`config.mk`:
```
export PLATFORM = sky130hd
export DESIGN_NAME = dmem_access_ctrl
export DESIGN_NICKNAME = d
export VERILOG_FILES = /design/src/rtl/dmem_access_ctrl.sv
export SDC_FILE = /design/constraint.sdc
export NUM_CORES = 1
export LEC_CHECK = 0
export BUFFER_PORTS_ARGS = -buffer_cell sky130_fd_sc_hd__buf_2
export CAP_MARGIN = 20
export CORE_MARGIN = 5
export CORE_UTILIZATION = 52
export DETAILED_ROUTE_END_ITERATION = 10
export PLACE_DENSITY = 0.8
export SYNTH_ARGS = -nofsm -noshare
export SYNTH_HDL_FRONTEND = slang
export SYNTH_SLANG_ARGS = --single-unit
```
`constraint.sdc`:
```
create_clock -name clk -period 2.8 [get_ports clk]
set_clock_uncertainty 0.15 [all_clocks]
set_input_delay 0.14 -clock clk [delete_from_list [all_inputs] [get_ports clk]]
set_output_delay 0.14 -clock clk [all_outputs]
set_load 0.03 [all_outputs]
```
`src/rtl/dmem_access_ctrl.sv`:
```
// Data-memory access controller: aligns, extends and sequences CPU loads/stores
// onto a single-port word RAM, using read-modify-write for sub-word stores.
module dmem_access_ctrl (
  input  logic        clk,
  input  logic        rst_n,
  input  logic        req,
  input  logic        we,
  input  logic [1:0]  size,
  input  logic        uns,
  input  logic [31:0] addr,
  input  logic [31:0] wdata,
  output logic        ready,
  output logic        done,
  output logic        err,
  output logic [31:0] rdata,
  output logic        ram_we,
  output logic [31:0] ram_addr,
  output logic [31:0] ram_d_in,
  input  logic [31:0] ram_d_out
);

  typedef enum logic [1:0] {
    S_IDLE,
    S_RD,
    S_WR,
    S_DONE
  } state_e;

  state_e      state_q, state_d;
  logic        we_q;
  logic [1:0]  size_q;
  logic        uns_q;
  logic [31:0] addr_q;
  logic [31:0] wdata_q;
  logic [31:0] word_q;
  logic [31:0] rdata_q;
  logic        err_q;

  logic        accept;
  logic        misal;
  logic [7:0]  lane_b;
  logic [15:0] lane_h;
  logic [31:0] load_ext;
  logic [31:0] merged;

  assign accept = (state_q == S_IDLE) & req;

  assign misal = (size == 2'b11)
               | ((size == 2'b01) & addr[0])
               | ((size == 2'b10) & (addr[1:0] != 2'b00));

  always_comb begin
    state_d = state_q;
    case (state_q)
      S_IDLE: begin
        if (req) begin
          if (misal)
            state_d = S_DONE;
          else if (we && (size == 2'b10))
            state_d = S_WR;
          else
            state_d = S_RD;
        end
      end
      S_RD:    state_d = we_q ? S_WR : S_DONE;
      S_WR:    state_d = S_DONE;
      S_DONE:  state_d = S_IDLE;
      default: state_d = S_IDLE;
    endcase
  end

  always_comb begin
    lane_b   = ram_d_out[{addr_q[1:0], 3'b000} +: 8];
    lane_h   = addr_q[1] ? ram_d_out[31:16] : ram_d_out[15:0];
    load_ext = ram_d_out;
    case (size_q)
      2'b00:   load_ext = {{24{~uns_q & lane_b[7]}}, lane_b};
      2'b01:   load_ext = {{16{~uns_q & lane_h[15]}}, lane_h};
      default: load_ext = ram_d_out;
    endcase
  end

  // Only the addressed lanes of the captured word are replaced
  always_comb begin
    merged = word_q;
    case (size_q)
      2'b00:   merged[{addr_q[1:0], 3'b000} +: 8] = wdata_q[7:0];
      2'b01:   merged[{addr_q[1], 4'b0000} +: 16] = wdata_q[15:0];
      default: merged = wdata_q;
    endcase
  end

  always_ff @(posedge clk or negedge rst_n) begin
    if (!rst_n) begin
      state_q <= S_IDLE;
      we_q    <= 1'b0;
      size_q  <= 2'b00;
      uns_q   <= 1'b0;
      addr_q  <= '0;
      wdata_q <= '0;
      word_q  <= '0;
      rdata_q <= '0;
      err_q   <= 1'b0;
    end else begin
      state_q <= state_d;
      if (accept) begin
        we_q    <= we;
        size_q  <= size;
        uns_q   <= uns;
        addr_q  <= addr;
        wdata_q <= wdata;
        err_q   <= misal;
      end
      if (state_q == S_RD) begin
        word_q <= ram_d_out;
        if (!we_q)
          rdata_q <= load_ext;
      end
    end
  end

  assign ready    = (state_q == S_IDLE);
  assign done     = (state_q == S_DONE);
  assign err      = done & err_q;
  assign rdata    = rdata_q;
  assign ram_we   = (state_q == S_WR);
  assign ram_addr = ((state_q == S_RD) || (state_q == S_WR))
                  ? {2'b00, addr_q[31:2]} : 32'd0;
  assign ram_d_in = ram_we ? merged : 32'd0;

endmodule

```
==> metrics.csv, run 1 <==
stage,metric,value,unit
sta,period_needed,2.794,ns
global_route,globalRouteOverflowTotal,0,
detailed_routing,drtPass1Iterations,5,
die,core_area,13190,sq um
sta,fin_tns_setup,0,ns
worst_setup_path,cp.required,2.51,ns
sta,hold_violations,0,
worst_setup_path,worstPathCellList,buf_4 -> buf_4 -> ha_1 -> nand2_1 -> nor3_1 -> buf_4 -> a22oi_1 -> o22ai_1 -> buf_2,
placement,place_congestion,0.9205,
worst_setup_path,slowest_delay,0.42,ns
worst_setup_path,reg2regPathDepth,6,
yosys,netlist_instances,597,
final_layout,final_util,0.7470,
clock_network,clk_latency,0.42,ns
worst_hold_path,hold_class,in2async,
final_layout,final_common_cell,buf_2,
worst_setup_path,r2r_slack,0.38,ns
worst_setup_path,end_kind,primary output,
power,p_total,0.01328,W
global_route,antenna_found_initial,0,
sta,drv_slew,0,
power,p_leak,4.580,nW
power,pwr_density_cell,1348,nW/um^2
worst_setup_path,worstReg2RegEnd,rdata[23],
yosys,async_flop_share,1.000,
die,die-area,15780,sq um
detailed_routing,drc,0,
sta,rsz0062_at_grt,yes,
detailed_routing,drt-total-wl,23860,um
outcome,status,completed,
global_route,grt_pass1_vias,6867,
die,ioPinCount,203,
clock_network,clock-sinks,135,
yosys,seq_area_frac_synth,0.4859,
clock_network,cts_tree,yes,
sta,finalSetupViolCount,0,
final_layout,antenna_cells,0,
final_layout,layout_common_cells,"buf_2 (193), dfrtp_1 (134), mux2_2 (107)",
placement,dp_hpwl,15620,um
detailed_routing,wl_per_cell,21.99,um
sta,timing.fmax,357.9,MHz
final_layout,layout-drive-gt1-share,0.4455,
sta,worst_pin_slew,0.8664,ns
sta,slew_headroom,0.4224,
clock_network,root_buffer,clkbuf_16,
yosys,ys_types,50,
global_route,grt_start_max_net_pins,60,
yosys,synth-edff-count,0,
worst_setup_path,cp_common_cell,buf_4,
yosys,synth_flop_cell,dfrtp_1,
final_layout,num-nets-final,1008,
clock_network,cts_buffers,17,
worst_setup_path,crit_fanout,7,
yosys,yosys_warnings,0,
detailed_routing,drt-initial-drc-count,529,
placement,place_inst,945,
worst_setup_path,arrival,2.50,ns
worst_setup_path,cp_num_buf_inv,4,
yosys,syn-cell-area,6953,sq um
detailed_routing,final_antenna_net_count,0,
clock_network,cts.path.max_buffers,2,
global_route,grt_pass1_wl,37690,um
final_layout,final_cells,1085,
yosys,syn_area_per_cell,11.65,sq um
flow_run,maxCapViolations,0,
worst_setup_path,rr_startpoint,state_q[1],
placement,portBuffers,200,
die,initial_core_util,0.5271,
worst_setup_path,cp_slowest_cell,dfrtp_2,
clock_network,h-tree-depth,4,
die,die_w,125.6,um
power,ir_drop,0.0009119,V
clock_network,clkSlewWorstSetupHoldPaths,0.06,ns
die,placementRows,42,
worst_setup_path,cpLargestDelayFamily,buffers and inverters,
yosys,ys_ff_latch,135,
detailed_routing,vias_per_cell,6.036,
worst_setup_path,startpoint_type,flop,
sta,fin_crit_sh,0.9979,
detailed_routing,dr_total_vias,6549,
final_layout,area_growth,41.71,%
worst_setup_path,worstSetupPathType,reg2out,
global_route,track_usage,0.3032,
die,die_y,125.6,um
[cell type report]
cell class	count	area, sq um
multi-input cells	406	3390
flip-flops and latches	135	3379
fillers	850	3337
repair buffers	325	2237
clock buffers	19	452.9
well taps	176	220.2
clock inverters	13	128.9
inverters	11	45.04
[cells by family after synthesis]
| kind of cell | count (synthesis) | synth area share |
|---|---|---|
| compound gates | 135 | 0.1377 |
| mux | 125 | 0.1992 |
| buf+inv | 57 | 0.03923 |
| simple gates | 135 | 0.1213 |
| fa+ha+maj | 9 | 0.01620 |
| flops | 135 | 0.4859 |
| other cells | 1 | 0.0005393 |
[registers in the layout, indices dropped and copies added (netlist names)]
register,cells
rdata,32
wdata_q,32
uns_q,1
we_q,1
size_q,2
err_q,1
word_q,32
addr_q,32
state_q,2
[metal layers]
metal | vias to the layer above | wire length [um] | part of all wire | global-route usage
met3 | 97 | 2107 | 0.088 | 0.08002
li1 | 2826 | - | - | -
met1 | 3223 | 8856 | 0.37 | 0.3672
met4 | 0 | 1136 | 0.048 | 0.1384
met5 | - | 0 | 0 | 0
met2 | 403 | 11760 | 0.49 | 0.5085
[metrics by stage]
stage | setup WS [ns] | instance area, sq um | hold slack [ns]
6_report | 0.005943 | 9853 | 0.1126
2_1_floorplan | 0.03545 | 6997 | -0.3056
4_1_cts | 0.001783 | 9779 | 0.1253
5_1_grt | -0.07872 | 9853 | 0.1684
3_5_place_dp | 0.3384 | 8144 | 0.01964
3_3_place_gp | 0.4472 | 8144 | 0.01786
[synthesized netlist by cell type (2+ instances only)]
cell,number,area share
nand3_1,26,0.019
nor2_1,5,0.0027
nor2b_1,3,0.0027
nand2_1,27,0.015
nand3_2,10,0.014
nor4_4,2,0.0061
mux2_2,107,0.17
buf_6,3,0.0049
buf_1,10,0.0054
a21oi_1,9,0.0065
a211oi_1,15,0.016
buf_2,8,0.0058
a32oi_1,7,0.0088
inv_1,9,0.0049
a221oi_1,25,0.031
ha_1,9,0.016
mux2i_1,18,0.026
buf_4,4,0.0043
o21ai_0,28,0.020
nand2b_1,5,0.0045
nor3_1,12,0.0086
and2_1,32,0.029
nand4b_1,2,0.0025
dfrtp_1,135,0.49
a22oi_1,28,0.030
o22ai_1,15,0.013
clkbuf_1,20,0.011
[power by group]
part           leakage [nW]  total, W  switching (W)  internal [W]
combinational          2.69   0.00724        0.00445       0.00279
clock                 0.281   0.00218       0.000830       0.00135
sequential             1.61   0.00387       0.000925       0.00295
total                  4.58    0.0133        0.00620       0.00708
[timing repair]
item                                    4_1_cts  5_1_grt
cloned                                        0        0
setup buffers                                 4        2
endpoints found under the hold margin       175        0
gates resized for setup                       1       19
endpoints found under the setup margin       29       30
hold buffers                                102        0
pin swaps                                     3        2
[worst register-to-register path, cell delays in order (launching register included)]
cell and delay, ns:
dfrtp_1 0.40, inv_1 0.11, ha_1 0.21, buf_4 0.31
and2b_1 0.55, nand4_4 0.39, o21ai_0 0.20
[worst max path at each step]
stage	endpoint	start	cells past startpoint
after floorplan	ram_d_in[30]	addr_q[1]	7
after global placement	ram_d_in[25]	addr_q[0]	6
after detailed placement	ram_d_in[25]	addr_q[1]	7
after CTS	ram_d_in[12]	addr_q[0]	8
after global routing	ram_d_in[25]	addr_q[1]	8
final	ram_d_in[10]	addr_q[0]	9
Note: power is estimated with default switching activity, not from simulation.
==> run 2, diff against run 1 <==
==> constraint.sdc (replaced) <==
create_clock -name clk -period 2.8 [get_ports clk]
set_clock_uncertainty 0.15 [all_clocks]
set_input_delay 0.84 -clock clk [delete_from_list [all_inputs] [get_ports clk]]
set_output_delay 0.84 -clock clk [all_outputs]
set_load 0.03 [all_outputs]
==> metrics.csv, run 2 (same netlist as run 1, synthesis figures left out) <==
stage,metric,value,unit,change
sta,hold_violations,0,,unchanged
power,ir_drop,0.0009609,V,was 0.0009119 V
global_route,grt_start_max_net_pins,53,,was 60
worst_setup_path,startpoint_type,flop,,unchanged
clock_network,cts_buffers,17,,unchanged
global_route,grt_pass1_vias,6294,,"was 6,867"
detailed_routing,drt-total-wl,21780,um,"was 23,860 um"
detailed_routing,dr_total_vias,6044,,"was 6,549"
die,die_w,125.6,um,unchanged
placement,place_congestion,0.9849,,was 0.9205
power,p_leak,4.444,nW,was 4.580 nW
final_layout,antenna_cells,0,,unchanged
worst_setup_path,slowest_delay,0.45,ns,was 0.42 ns
clock_network,clkSlewWorstSetupHoldPaths,0.06,ns,about the same
sta,worst_pin_slew,0.6518,ns,was 0.8664 ns
sta,finalSetupViolCount,32,,was 0
sta,fin_crit_sh,1.152,,was 0.9979
sta,worst_slack,-0.4247,ns,was 0.005943 ns
die,die_y,125.6,um,unchanged
die,core_area,13190,sq um,unchanged
clock_network,clock-sinks,135,,unchanged
sta,fin_tns_setup,-10.31,ns,was 0 ns
worst_setup_path,worstReg2RegEnd,rdata[12],,was rdata[23]
clock_network,clk_latency,0.42,ns,about the same
outcome,status,"complete, but fails checks",,was completed
power,pwr_density_cell,1504,nW/um^2,was 1348 nW/um^2
die,placementRows,42,,unchanged
worst_setup_path,reg2regPathDepth,6,,unchanged
worst_hold_path,hold_class,in2async,,unchanged
die,initial_core_util,0.5271,,unchanged
sta,period_needed,3.225,ns,was 2.794 ns
global_route,antenna_found_initial,0,,unchanged
power,p_total,0.01478,W,was 0.01328 W
clock_network,h-tree-depth,4,,unchanged
power,clockPowerShare,0.144,,was 0.164
final_layout,final_area,9822,sq um,was 9853 sq um
detailed_routing,final_antenna_net_count,0,,unchanged
final_layout,final_common_cell,buf_2,,unchanged
power,p_comb_frac,0.590,,was 0.545
die,die-area,15780,sq um,unchanged
worst_setup_path,worstSetupPathType,reg2out,,unchanged
clock_network,cts_tree,yes,,unchanged
worst_setup_path,cp.required,1.81,ns,was 2.51 ns
sta,timing.fmax,310.1,MHz,was 357.9 MHz
sta,slew_headroom,0.5655,,was 0.4224
sta,drv_slew,0,,unchanged
worst_setup_path,crit_fanout,7,,unchanged
worst_setup_path,r2r_slack,0.53,ns,was 0.38 ns
final_layout,final_cells,1003,,"was 1,085"
worst_setup_path,arrival,2.23,ns,was 2.50 ns
worst_setup_path,worstPathCellList,buf_12 -> ha_4 -> clkinv_4 -> nor4_4 -> buf_6 -> a221oi_2 -> a211oi_2 -> buf_4,,was buf_4 -> buf_4 -> ha_1 -> nand2_1 -> nor3_1 -> buf_4 -> a22oi_1 -> o22ai_1 -> buf_2
global_route,globalRouteOverflowTotal,0,,unchanged
power,netSwitchingFraction,0.4727,,was 0.4671
clock_network,root_buffer,clkbuf_16,,unchanged
worst_setup_path,end_kind,primary output,,unchanged
clock_network,cts.path.max_buffers,2,,unchanged
power,internal_power,0.007791,W,was 0.007079 W
placement,portBuffers,200,,unchanged
global_route,track_usage,0.2701,,was 0.3032
flow_run,maxCapViolations,0,,unchanged
placement,place_inst,958,,was 945
outcome,violations,negative setup slack,,
placement,dp_hpwl,15300,um,"was 15,620 um"
power,pwr-share-seq,0.266,,was 0.291
detailed_routing,drtPass1Iterations,5,,unchanged
placement,postPlaceCellArea,8678,sq um,was 8144 sq um
final_layout,layout-drive-gt1-share,0.5949,,was 0.4455
worst_setup_path,rr_startpoint,state_q[1],,unchanged
final_layout,num-nets-final,926,,"was 1,008"
worst_setup_path,critPathLaunch,addr_q[1],,was addr_q[0]
power,p_switching,0.006985,W,was 0.006204 W
sta,rsz0062_at_grt,yes,,unchanged
final_layout,layout_common_cells,"buf_2 (163), dfrtp_1 (134), mux2_2 (107)",,"was buf_2 (193), dfrtp_1 (134), mux2_2 (107)"
clock_network,cts_hold_buffers,0,,was 102
detailed_routing,drc,0,,unchanged
detailed_routing,vias_per_cell,6.026,,was 6.036
global_route,grt_pass1_wl,34040,um,"was 37,690 um"
die,ioPinCount,203,,unchanged
worst_setup_path,cp_slowest_cell,dfrtp_2,,unchanged
detailed_routing,drt-initial-drc-count,410,,was 529
detailed_routing,wl_per_cell,21.71,um,was 21.99 um
final_layout,area_growth,41.26,%,was 41.71%
## run 2: changes by cell type in the layout (fill, tap and decap cells not counted), sizes merged, moves of 2 or more
cell,before,now
dlygate4sd3,102,0
buf,220,236
inv,11,19
clkinv,6,3
bufinv,2,0
## run 2: what timing repair did
| action | in CTS | in global routing |
|---|---|---|
| resized for setup | 95 | 21 |
| pin swaps | 11 | 8 |
| buffers inserted | 6 | 5 |
| cloned | 0 | 3 |
| endpoints found under the setup margin | 62 | 48 |
## run 2: worst max-delay path, delay by kind of cell (launching register included)
family                   cells  cell delay [ns]
AND/OR/NAND/NOR              1             0.28
adder cells (fa/ha/maj)      1             0.15
flip-flops                   1             0.45
buffers and inverters        4             0.61
AO/OA/AOI/OAI                2             0.31
## run 2: per-stage QoR
stage	setup WS [ns]	util	hold slack, ns
2_1_floorplan	-0.3763	-	0.2920
3_3_place_gp	-0.01783	0.6579	0.3142
3_5_place_dp	-0.05936	0.6579	0.3146
4_1_cts	-0.3498	0.7313	0.2434
5_1_grt	-0.4845	0.7446	0.2736
6_report	-0.4247	0.7446	0.2326
## run 2: cell type report
class	instances	area [sq um]
flip-flops and latches	135	3379
clock buffers	17	425.4
fillers	850	3368
repair buffers	242	1685
clock inverters	15	136.4
inverters	11	57.56
multi-input cells	407	3918
well taps	176	220.2
## run 2: worst max path at each step
stage | endpoint | cells past startpoint | slack (ns)
finish | ram_d_in[28] | 8 | -0.42
floorplan | ram_d_in[27] | 8 | -0.38
global route | ram_d_in[28] | 8 | -0.48
global placement | ram_d_in[25] | 8 | -0.02
detailed placement | ram_d_in[25] | 8 | -0.06
CTS | ram_d_in[6] | 8 | -0.35
## run 2: power groups by stage
stage	Combinational, W	Clock (W)	Sequential [W]
global placement	0.00748	0	0.00377
detailed placement	0.00766	0	0.00383
floorplan	0.00553	0	0.00390
CTS	0.00835	0.00216	0.00384
finish	0.00872	0.00212	0.00393
global route	0.00923	0.00226	0.00402
## run 2: layer usage
metal,share of wire,GRT usage
met1,0.39,0.3473
met2,0.48,0.4248
met3,0.096,0.07282
met5,0,0
met4,0.041,0.1320
